$ cat config.mk
export PLATFORM = sky130hd
export DESIGN_NAME = axi_lite_master_queued
export DESIGN_NICKNAME = d
export VERILOG_FILES = /design/src/rtl/axi_lite_master_queued.sv
export SDC_FILE = /design/constraint.sdc
export NUM_CORES = 1
export LEC_CHECK = 0
export ABC_AREA = 0
export BUFFER_PORTS_ARGS = -buffer_cell sky130_fd_sc_hd__buf_4
export CAP_MARGIN = 20
export CORE_MARGIN = 5
export CORE_UTILIZATION = 40
export DETAILED_ROUTE_END_ITERATION = 10
export HOLD_SLACK_MARGIN = 0.06
export PLACE_DENSITY = 0.65
export SLEW_MARGIN = 5
export SYNTH_ARGS = -nofsm -noshare
export SYNTH_HDL_FRONTEND = slang
export SYNTH_SLANG_ARGS = --single-unit
$ cat constraint.sdc
create_clock -name ACLK -period 3.8 [get_ports ACLK]
set_input_delay 0.19 -clock ACLK [delete_from_list [all_inputs] [get_ports ACLK]]
set_output_delay 0.19 -clock ACLK [all_outputs]
set_load 0.05 [all_outputs]
$ cat src/rtl/axi_lite_master_queued.sv
// AXI4-Lite master with a request queue per direction and one transaction in
// flight per channel. Writes and reads are fully independent.
// Ports:
//   ACLK, ARESETN                 clock, async active-low reset
//   write_*_i / write_*_o         write request push, ready, pending count, done, BRESP
//   read_*_i  / read_*_o          read request push, ready, pending count, done, RDATA/RRESP
//   AW*/W*/B*, AR*/R*             AXI4-Lite master channels
module axi_lite_master_queued #(
   parameter int unsigned ADDR_WIDTH     = 32,
   parameter int unsigned DATA_WIDTH     = 32,
   parameter int unsigned REQ_DEPTH      = 4,
   parameter int unsigned FLUSH_ON_ERROR = 1
) (
   input  logic                              ACLK,
   input  logic                              ARESETN,
   input  logic [ADDR_WIDTH-1:0]             write_address_i,
   input  logic [DATA_WIDTH-1:0]             write_data_i,
   input  logic [DATA_WIDTH/8-1:0]           write_strobe_i,
   input  logic                              write_start_i,
   output logic                              write_ready_o,
   output logic [$clog2(REQ_DEPTH+1)-1:0]    write_pending_o,
   output logic                              write_done_o,
   output logic [1:0]                        write_response_o,
   input  logic [ADDR_WIDTH-1:0]             read_address_i,
   input  logic                              read_start_i,
   output logic                              read_ready_o,
   output logic [$clog2(REQ_DEPTH+1)-1:0]    read_pending_o,
   output logic                              read_done_o,
   output logic [DATA_WIDTH-1:0]             read_data_o,
   output logic [1:0]                        read_response_o,
   output logic [ADDR_WIDTH-1:0]             AWADDR,
   output logic                              AWVALID,
   input  logic                              AWREADY,
   output logic [DATA_WIDTH-1:0]             WDATA,
   output logic [DATA_WIDTH/8-1:0]           WSTRB,
   output logic                              WVALID,
   input  logic                              WREADY,
   input  logic [1:0]                        BRESP,
   input  logic                              BVALID,
   output logic                              BREADY,
   output logic [ADDR_WIDTH-1:0]             ARADDR,
   output logic                              ARVALID,
   input  logic                              ARREADY,
   input  logic [DATA_WIDTH-1:0]             RDATA,
   input  logic [1:0]                        RRESP,
   input  logic                              RVALID,
   output logic                              RREADY
);
   localparam int unsigned STRB_WIDTH = DATA_WIDTH / 8;
   localparam int unsigned PTR_W      = $clog2(REQ_DEPTH);
   localparam int unsigned PTR_FULL_W = PTR_W + 1;
   localparam int unsigned CNT_W      = $clog2(REQ_DEPTH + 1);

   typedef struct packed {
      logic [ADDR_WIDTH-1:0] addr;
      logic [DATA_WIDTH-1:0] data;
      logic [STRB_WIDTH-1:0] strb;
   } wr_req_t;

   typedef enum logic [1:0] {W_IDLE, W_ADDR_DATA, W_RESP} wr_state_e;
   typedef enum logic [1:0] {R_IDLE, R_ADDR, R_DATA} rd_state_e;

   // Responses are always accepted immediately.
   assign BREADY = 1'b1;
   assign RREADY = 1'b1;

   // ---------------- write direction ----------------
   wr_req_t                 wq_mem [REQ_DEPTH];
   logic [PTR_FULL_W-1:0]   wq_wptr_q, wq_wptr_d, wq_rptr_q, wq_rptr_d;
   logic                    wq_empty, wq_full, wq_push, wq_pop;
   wr_req_t                 wq_head;
   wr_state_e               wst_q, wst_d;
   logic                    awvalid_q, awvalid_d, wvalid_q, wvalid_d;
   logic [ADDR_WIDTH-1:0]   awaddr_q, awaddr_d;
   logic [DATA_WIDTH-1:0]   wdata_q, wdata_d;
   logic [STRB_WIDTH-1:0]   wstrb_q, wstrb_d;
   logic [1:0]              wresp_q, wresp_d;
   logic                    wdone_q, wdone_d;
   logic [CNT_W-1:0]        wpend_q, wpend_d;
   logic                    w_resp_hs, w_flush;

   // Extra pointer MSB separates full from empty when the indices match.
   assign wq_empty  = (wq_wptr_q == wq_rptr_q);
   assign wq_full   = (wq_wptr_q[PTR_W] != wq_rptr_q[PTR_W]) &&
                      (wq_wptr_q[PTR_W-1:0] == wq_rptr_q[PTR_W-1:0]);
   assign wq_head   = wq_mem[wq_rptr_q[PTR_W-1:0]];
   assign w_resp_hs = (wst_q == W_RESP) && BVALID;
   assign w_flush   = (FLUSH_ON_ERROR != 0) && w_resp_hs && BRESP[1];
   assign write_ready_o = !wq_full && !w_flush;
   assign wq_push   = write_start_i && write_ready_o;

   always_ff @(posedge ACLK) begin
      if (wq_push) wq_mem[wq_wptr_q[PTR_W-1:0]] <= '{addr: write_address_i, data: write_data_i, strb: write_strobe_i};
   end

   // Write FSM, queue pointers and pending count.
   always_comb begin
      wst_d     = wst_q;
      awvalid_d = awvalid_q;
      wvalid_d  = wvalid_q;
      awaddr_d  = awaddr_q;
      wdata_d   = wdata_q;
      wstrb_d   = wstrb_q;
      wresp_d   = wresp_q;
      wdone_d   = 1'b0;
      wq_pop    = 1'b0;
      case (wst_q)
         W_IDLE: begin
            if (!wq_empty) begin
               wq_pop    = 1'b1;
               awaddr_d  = wq_head.addr;
               wdata_d   = wq_head.data;
               wstrb_d   = wq_head.strb;
               awvalid_d = 1'b1;
               wvalid_d  = 1'b1;
               wst_d     = W_ADDR_DATA;
            end
         end
         W_ADDR_DATA: begin
            if (awvalid_q && AWREADY) awvalid_d = 1'b0;
            if (wvalid_q && WREADY)   wvalid_d  = 1'b0;
            if (!awvalid_d && !wvalid_d) wst_d = W_RESP;
         end
         W_RESP: begin
            if (BVALID) begin
               wresp_d = BRESP;
               wdone_d = 1'b1;
               wst_d   = W_IDLE;
            end
         end
         default: wst_d = W_IDLE;
      endcase

      wq_wptr_d = wq_wptr_q;
      wq_rptr_d = wq_rptr_q;
      if (wq_push) wq_wptr_d = wq_wptr_q + PTR_FULL_W'(1);
      if (w_flush)     wq_rptr_d = wq_wptr_q;
      else if (wq_pop) wq_rptr_d = wq_rptr_q + PTR_FULL_W'(1);

      wpend_d = wpend_q;
      if (w_flush)                     wpend_d = '0;
      else if (wq_push && !w_resp_hs)  wpend_d = wpend_q + CNT_W'(1);
      else if (!wq_push && w_resp_hs)  wpend_d = wpend_q - CNT_W'(1);
   end

   always_ff @(posedge ACLK or negedge ARESETN) begin
      if (!ARESETN) begin
         wst_q     <= W_IDLE;
         wq_wptr_q <= '0;
         wq_rptr_q <= '0;
         awvalid_q <= 1'b0;
         wvalid_q  <= 1'b0;
         awaddr_q  <= '0;
         wdata_q   <= '0;
         wstrb_q   <= '0;
         wresp_q   <= 2'b00;
         wdone_q   <= 1'b0;
         wpend_q   <= '0;
      end else begin
         wst_q     <= wst_d;
         wq_wptr_q <= wq_wptr_d;
         wq_rptr_q <= wq_rptr_d;
         awvalid_q <= awvalid_d;
         wvalid_q  <= wvalid_d;
         awaddr_q  <= awaddr_d;
         wdata_q   <= wdata_d;
         wstrb_q   <= wstrb_d;
         wresp_q   <= wresp_d;
         wdone_q   <= wdone_d;
         wpend_q   <= wpend_d;
      end
   end

   assign AWADDR           = awaddr_q;
   assign AWVALID          = awvalid_q;
   assign WDATA            = wdata_q;
   assign WSTRB            = wstrb_q;
   assign WVALID           = wvalid_q;
   assign write_done_o     = wdone_q;
   assign write_response_o = wresp_q;
   assign write_pending_o  = wpend_q;

   // ---------------- read direction ----------------
   logic [ADDR_WIDTH-1:0]   rq_mem [REQ_DEPTH];
   logic [PTR_FULL_W-1:0]   rq_wptr_q, rq_wptr_d, rq_rptr_q, rq_rptr_d;
   logic                    rq_empty, rq_full, rq_push, rq_pop;
   rd_state_e               rst_q, rst_d;
   logic                    arvalid_q, arvalid_d;
   logic [ADDR_WIDTH-1:0]   araddr_q, araddr_d;
   logic [DATA_WIDTH-1:0]   rdata_q, rdata_d;
   logic [1:0]              rresp_q, rresp_d;
   logic                    rdone_q, rdone_d;
   logic [CNT_W-1:0]        rpend_q, rpend_d;
   logic                    r_resp_hs, r_flush;

   assign rq_empty  = (rq_wptr_q == rq_rptr_q);
   assign rq_full   = (rq_wptr_q[PTR_W] != rq_rptr_q[PTR_W]) &&
                      (rq_wptr_q[PTR_W-1:0] == rq_rptr_q[PTR_W-1:0]);
   assign r_resp_hs = (rst_q == R_DATA) && RVALID;
   assign r_flush   = (FLUSH_ON_ERROR != 0) && r_resp_hs && RRESP[1];
   assign read_ready_o = !rq_full && !r_flush;
   assign rq_push   = read_start_i && read_ready_o;

   always_ff @(posedge ACLK) begin
      if (rq_push) rq_mem[rq_wptr_q[PTR_W-1:0]] <= read_address_i;
   end

   // Read FSM, queue pointers and pending count.
   always_comb begin
      rst_d     = rst_q;
      arvalid_d = arvalid_q;
      araddr_d  = araddr_q;
      rdata_d   = rdata_q;
      rresp_d   = rresp_q;
      rdone_d   = 1'b0;
      rq_pop    = 1'b0;
      case (rst_q)
         R_IDLE: begin
            if (!rq_empty) begin
               rq_pop    = 1'b1;
               araddr_d  = rq_mem[rq_rptr_q[PTR_W-1:0]];
               arvalid_d = 1'b1;
               rst_d     = R_ADDR;
            end
         end
         R_ADDR: begin
            if (ARREADY) begin
               arvalid_d = 1'b0;
               rst_d     = R_DATA;
            end
         end
         R_DATA: begin
            if (RVALID) begin
               rdata_d = RDATA;
               rresp_d = RRESP;
               rdone_d = 1'b1;
               rst_d   = R_IDLE;
            end
         end
         default: rst_d = R_IDLE;
      endcase

      rq_wptr_d = rq_wptr_q;
      rq_rptr_d = rq_rptr_q;
      if (rq_push) rq_wptr_d = rq_wptr_q + PTR_FULL_W'(1);
      if (r_flush)     rq_rptr_d = rq_wptr_q;
      else if (rq_pop) rq_rptr_d = rq_rptr_q + PTR_FULL_W'(1);

      rpend_d = rpend_q;
      if (r_flush)                     rpend_d = '0;
      else if (rq_push && !r_resp_hs)  rpend_d = rpend_q + CNT_W'(1);
      else if (!rq_push && r_resp_hs)  rpend_d = rpend_q - CNT_W'(1);
   end

   always_ff @(posedge ACLK or negedge ARESETN) begin
      if (!ARESETN) begin
         rst_q     <= R_IDLE;
         rq_wptr_q <= '0;
         rq_rptr_q <= '0;
         arvalid_q <= 1'b0;
         araddr_q  <= '0;
         rdata_q   <= '0;
         rresp_q   <= 2'b00;
         rdone_q   <= 1'b0;
         rpend_q   <= '0;
      end else begin
         rst_q     <= rst_d;
         rq_wptr_q <= rq_wptr_d;
         rq_rptr_q <= rq_rptr_d;
         arvalid_q <= arvalid_d;
         araddr_q  <= araddr_d;
         rdata_q   <= rdata_d;
         rresp_q   <= rresp_d;
         rdone_q   <= rdone_d;
         rpend_q   <= rpend_d;
      end
   end

   assign ARADDR          = araddr_q;
   assign ARVALID         = arvalid_q;
   assign read_data_o     = rdata_q;
   assign read_response_o = rresp_q;
   assign read_done_o     = rdone_q;
   assign read_pending_o  = rpend_q;

endmodule

==> results.toml, run 1 <==
[global_route]
grt_max_degree = 71
grt_first_pass_wirelength_um = 71700
track_usage_pct = 15.9
grt_overflow_total = 0
grt_pass1_vias = 12200
antenna_found_initial = 2

[setup_path]
startpoint_type = "register"
crit_arrival_ns = 3.46
endpoint_kind = "register"
worstPathRequired_ns = 4.28
worstSetupPathType = "register to register"
crit_fanout = 40

[sta]
hold_violations = 0
max_slew_margin_pct = 26.4
rsz0062_at_grt = "false"
setup_viol = 0
clock_skew_ns = 0.0207
max_freq_mhz = 335
slew_violations = 0
period_share_pct = 78.6
setup_tns_ns = 0
min_period_ns = 2.98
whs_ns = 0.219
max_slew.worst_pin.slew_ns = 1.10

[die]
initial_core_util_pct = 40.5
die_x_um = 241
die_h_um = 241
rows = 84
coreArea_um2 = 52800
ios = 296
dieArea_um2 = 58100

[cts]
cts-root-buf = "clkbuf_16"
cts_buffer_depth = 3
clock_sinks = 563
insertion_delay_ns = 0.60
htreeDepth = 2
clkTransAtPathRegs_ns = 0.06
cts_buffers = 58
cts_tree = "done"

[yosys]
synth_edf_count = 400
synth.top_cells.by_count = "edfxtp_1 (400), dfrtp_1 (163), nand2_1 (114)"
synth.largest_area_cell = "edfxtp_1"
synthTopCellsByArea = "edfxtp_1 (56%), dfrtp_1 (19%), mux4_2 (11%), mux2_2 (2.4%), nand2_1 (2.0%)"
synth-async-reset-ratio_pct = 29.0
ys_warn_count = 0
yosysMostFrequentCell = "edfxtp_1"
synthFlopType = "edfxtp_1"
synthDistinctLibCells = 55
ys_seq_area_share_pct = 75.3
syn_area_um2 = 21400
synth_compound_area_share_pct = 1.57
synth_top_area_share_pct = 56.2
synth_cells = 1061
syn_avg_cell_area_um2 = 20.1
synth-simple-area-share_pct = 2.96
synth_top_family_by_area = "multiplexers"
synthMuxAreaShare_pct = 16.7
synthAdderAreaFrac_pct = 0.773
synth-xor-area-share_pct = 0.891
synth-seq-cells = 563

[final_layout]
fillers = 4174
nets = 1693
drive_above_1_share_pct = 37.3
synthToLayoutAreaGrowth_pct = 29.7
fin_util_pct = 52.5

[worst_hold_path]
min_path_type = "input pin to asynchronous set/reset pin"

[placed_design]
io_buffers = 293
dpl.hpwl_um = 27800
place_congestion = 0.764

[detailed_routing]
wl_per_cell_um = 20.5
drt-total-wl_um = 46500
drc = 0
first_pass_iters = 5
drtAntennaViolNets = 0
num_vias = 11300
drt_iter0_drc = 636
vias_per_cell = 4.95

[pwr]
swShare_pct = 37.3
intPower_mw = 15.9
switchingPower_mw = 9.43
comb_power_share_pct = 40.7
p_clk_share_pct = 21.5
seqPwrFrac_pct = 37.8
p_leak_nw = 10.6
peakVddDrop_mv = 0.468
power_density_nw_per_um2 = 913

[flow_run]
maxCapViolations = 0

[run_status]
status = "finished clean"
-- final timing paths --
check	startpoint	end	slack, ns	depth (start not counted)
max	rst_q[0]	read_pending_o[1]	0.82	9
min	ARESETN	AWADDR[3]	0.22	2
max reg2reg	rst_q[0]	read_pending_o[1]	0.82	9
min reg2reg	read_data_o[26]	read_data_o[26]	0.48	2
max in group asynchronous	ARESETN	rq_rptr_q[0]	2.52	3
min in group ACLK	AWREADY	AWVALID	0.32	3
-- worst max-delay path, cell delays in order, from the launching register on --
cell and delay (ns):
dfrtp_1 0.43, nand3b_1 0.17, buf_4 0.27, inv_2 0.51
nor2_1 0.13, fa_1 0.50, inv_1 0.05, mux2i_1 0.14
o22ai_1 0.09, dlygate4sd3_1 0.57
-- logic make-up after synthesis --
kind of cell,count (synthesis)
simple gates,150
compound gates,42
flops,563
fa+ha+maj,12
other cells,1
buf+inv,67
mux,209
xor+xnor,17
-- area by class of cell --
type                       count  area (um2)  share of cell area [%]
tap                          688         861                    3.11
inverter                      21        78.8                   0.285
sequential                   563       16100                    58.1
clock inverter                26         225                   0.813
clock buffer                  81        1620                    5.84
antenna                        1        2.50                 0.00903
multi-input combinational    432        4920                    17.7
timing repair buffer         460        3900                    14.1
-- placed cells by master, fill, tap and decap left out, types with 5 or more instances in the layout --
master           n
dfrtp_1        160
clkinv_2        11
clkinv_1         5
mux2_4          28
dlygate4sd3_1  148
buf_12           6
mux2i_1          9
o21ai_0          7
mux2_1          27
xnor2_1          9
mux4_2         100
mux2_2          45
a21oi_1          6
clkbuf_8         8
edfxtp_1       400
nand2_1        114
clkbuf_1        15
inv_1           19
clkbuf_16       58
ha_1            10
nor2_1          10
buf_4          305
-- layer usage --
layer	global-route usage [%]	vias to the layer above	share of wire [%]	routed length, um
met5	0	-	0.015	7
met4	4.26	2	2.2	1010
met3	2.81	82	4.4	2040
met2	26.9	263	51	23900
met1	21.7	5839	42	19600
li1	-	5064	-	-
-- per-stage QoR --
| step | instances | instance area (um2) | worst slack [ns] | power [mW] |
|---|---|---|---|---|
| final | 2272 | 27700 | 0.815 | 25.3 |
| after global placement | 2016 | 24400 | 1.04 | 19.7 |
| after CTS | 2271 | 27700 | 0.824 | 25.7 |
| after floorplan | 1062 | 21400 | 0.569 | 17.0 |
| after global routing | 2271 | 27700 | 0.584 | 26.6 |
| after detailed placement | 2016 | 24400 | 0.987 | 20.0 |
-- sequential cells by signal (all words and copies together) (netlist names) --
| signal | count |
|---|---|
| read_response_o | 2 |
| write_done_o | 1 |
| read_done_o | 1 |
| wst_q | 2 |
| rq_rptr_q | 3 |
| rq_mem | 128 |
| ARVALID | 1 |
| AWADDR | 32 |
| rq_wptr_q | 3 |
| WSTRB | 4 |
| write_pending_o | 3 |
| WDATA | 32 |
| rst_q | 2 |
| wq_mem | 272 |
| wq_rptr_q | 3 |
| read_pending_o | 3 |
| WVALID | 1 |
| wq_wptr_q | 3 |
| read_data_o | 32 |
| ARADDR | 32 |
| AWVALID | 1 |
| write_response_o | 2 |
-- power groups by stage --
stage / registers [mW] / logic [mW] / clock network [mW]
final: 9.56 / 10.3 / 5.44
after global routing: 9.76 / 11.0 / 5.88
after CTS: 9.59 / 10.5 / 5.60
after detailed placement: 9.69 / 10.3 / 0
after global placement: 9.61 / 10.1 / 0
after floorplan: 12.1 / 4.91 / 0
-- timing repair --
action	CTS	global route
hold endpoints to repair	516	0
buffers inserted	0	0
setup endpoints to repair	0	0
gates resized for setup	0	0
hold buffers	148	0
Power figures use the tool's default switching activity.
==> run 2: changes to the inputs <==
--- a/config.mk
+++ b/config.mk
@@ -12,7 +12,7 @@
 export CORE_UTILIZATION = 40
 export DETAILED_ROUTE_END_ITERATION = 10
 export HOLD_SLACK_MARGIN = 0.06
-export PLACE_DENSITY = 0.65
+export PLACE_DENSITY = 0.67
 export SLEW_MARGIN = 5
 export SYNTH_ARGS = -nofsm -noshare
 export SYNTH_HDL_FRONTEND = slang
==> constraint.sdc (replaced) <==
create_clock -name ACLK -period 2.5 [get_ports ACLK]
set_input_delay 0.125 -clock ACLK [delete_from_list [all_inputs] [get_ports ACLK]]
set_output_delay 0.125 -clock ACLK [all_outputs]
set_load 0.05 [all_outputs]
==> results.toml, run 2 (same netlist as run 1, synthesis figures left out) <==
[detailed_routing]
drtAntennaViolNets = 0
first_pass_iters = 4
drt-total-wl_um = 45700
wl_per_cell_um = 20.0
drc = 0
drt_iter0_drc = 463
vias_per_cell = 4.93
num_vias = 11300

[setup_path]
crit_fanout = 35
critical_path_buf_inv_count = 2
cp_top_family = "buffers and inverters"
crit_chain = "buf_4, xnor2_2, nand2_1, o21a_1, buf_4"
worstSetupPathType = "register to primary output"
crit_path_max_incr_delay_ns = 0.47
r2r-start = "wq_rptr_q[0]"
worstPathRequired_ns = 2.38
endpoint_kind = "primary output"
worst_path_max_delay_cell = "buf_4"
startpoint_type = "register"
crit_arrival_ns = 2.20
cp_common_cell = "buf_4"
cp-startpoint = "rq_rptr_q[1]"

[pwr]
power_density_nw_per_um2 = 1390
peakVddDrop_mv = 0.773
p_leak_nw = 10.8
finalPower_mw = 38.8

[cts]
cts_buffer_depth = 3
insertion_delay_ns = 0.61
clkTransAtPathRegs_ns = 0.06
cts_tree = "done"
clock_sinks = 563
cts-root-buf = "clkbuf_16"
cts_buffers = 58
htreeDepth = 2

[final_layout]
final_common_cell = "edfxtp_1"
drive_above_1_share_pct = 37.6
final_cell_mix = "edfxtp_1 (400), buf_4 (308), dfrtp_1 (160)"
largest_reg_flops = 272
nets = 1707
synthToLayoutAreaGrowth_pct = 31.2

[sta]
setup_tns_ns = 0
period_share_pct = 92.8
slew_violations = 0
clock_skew_ns = 0.0454
setup_viol = 0
max_slew_margin_pct = 50.6
min_period_ns = 2.32
rsz0062_at_grt = "false"
max_slew.worst_pin.slew_ns = 0.742
setup_slack_ns = 0.179
hold_violations = 0
max_freq_mhz = 431

[global_route]
grt_overflow_total = 0
antenna_found_initial = 2
grt_pass1_vias = 12300
track_usage_pct = 15.5
grt_first_pass_wirelength_um = 70500
grt_max_degree = 71

[die]
ios = 296
initial_core_util_pct = 40.5
coreArea_um2 = 52800
die_x_um = 241
rows = 84
dieArea_um2 = 58100
die_h_um = 241

[placed_design]
io_buffers = 293
place_congestion = 0.770
place_ws_ns = 0.316
dpl.hpwl_um = 27700

[run_status]
status = "finished clean"

[worst_hold_path]
min_path_type = "input pin to register"
holdCritStartpoint = "write_data_i[22]"

[flow_run]
maxCapViolations = 0
-- run 2: worst paths after layout --
| check | endpoint | slack [ns] | depth (start not counted) |
|---|---|---|---|
| setup / recovery | read_ready_o | 0.18 | 5 |
| hold / removal | wq_mem[0][26] | 0.25 | 2 |
| setup reg to reg | write_pending_o[2] | 0.34 | 6 |
| hold reg to reg | read_data_o[20] | 0.48 | 2 |
| max in group asynchronous | AWADDR[31] | 0.51 | 4 |
| min in group asynchronous | AWADDR[5] | 0.56 | 3 |
-- run 2: power by group --
| group | switching [mW] | internal, mW | total [mW] | leakage (nW) |
|---|---|---|---|---|
| clock network | 3.54 | 4.95 | 8.49 | 0.920 |
| logic | 9.56 | 6.48 | 16.0 | 4.23 |
| registers | 1.22 | 13.1 | 14.3 | 5.61 |
-- run 2: per-stage QoR --
| step | hold WS (ns) | instance area [um2] | instances | utilization (%) |
|---|---|---|---|---|
| after detailed placement | 0.144 | 24600 | 2030 | 46.7 |
| after floorplan | -0.171 | 21400 | 1062 | - |
| final | 0.254 | 28000 | 2290 | 53.1 |
| after global routing | 0.224 | 28000 | 2288 | 53.1 |
| after CTS | 0.203 | 28000 | 2288 | 53.1 |
| after global placement | 0.140 | 24600 | 2030 | 46.7 |
-- run 2: cell type report --
class	instances	area, um2
Tap cell	688	861
Clock inverter	29	320
Clock buffer	81	1580
Inverter	21	78.8
Sequential cell	563	16100
Antenna cell	2	5.00
Timing Repair Buffer	474	4150
Multi-Input combinational cell	432	4930
Fill cell	4134	24700
-- run 2: per-layer routing --
layer | part of all wire, % | up-vias | track usage (%)
met3 | 4.6 | 82 | 2.89
li1 | - | 5099 | -
met2 | 50 | 273 | 26.2
met5 | 0 | - | 0
met4 | 2.6 | 0 | 4.51
met1 | 43 | 5840 | 20.9
-- run 2: what timing repair did --
| action | CTS | global route |
|---|---|---|
| hold buffers | 148 | 0 |
| buffers inserted | 0 | 0 |
| resized for setup | 1 | 1 |
| endpoints found under the setup margin | 1 | 1 |
| hold endpoints to repair | 621 | 0 |
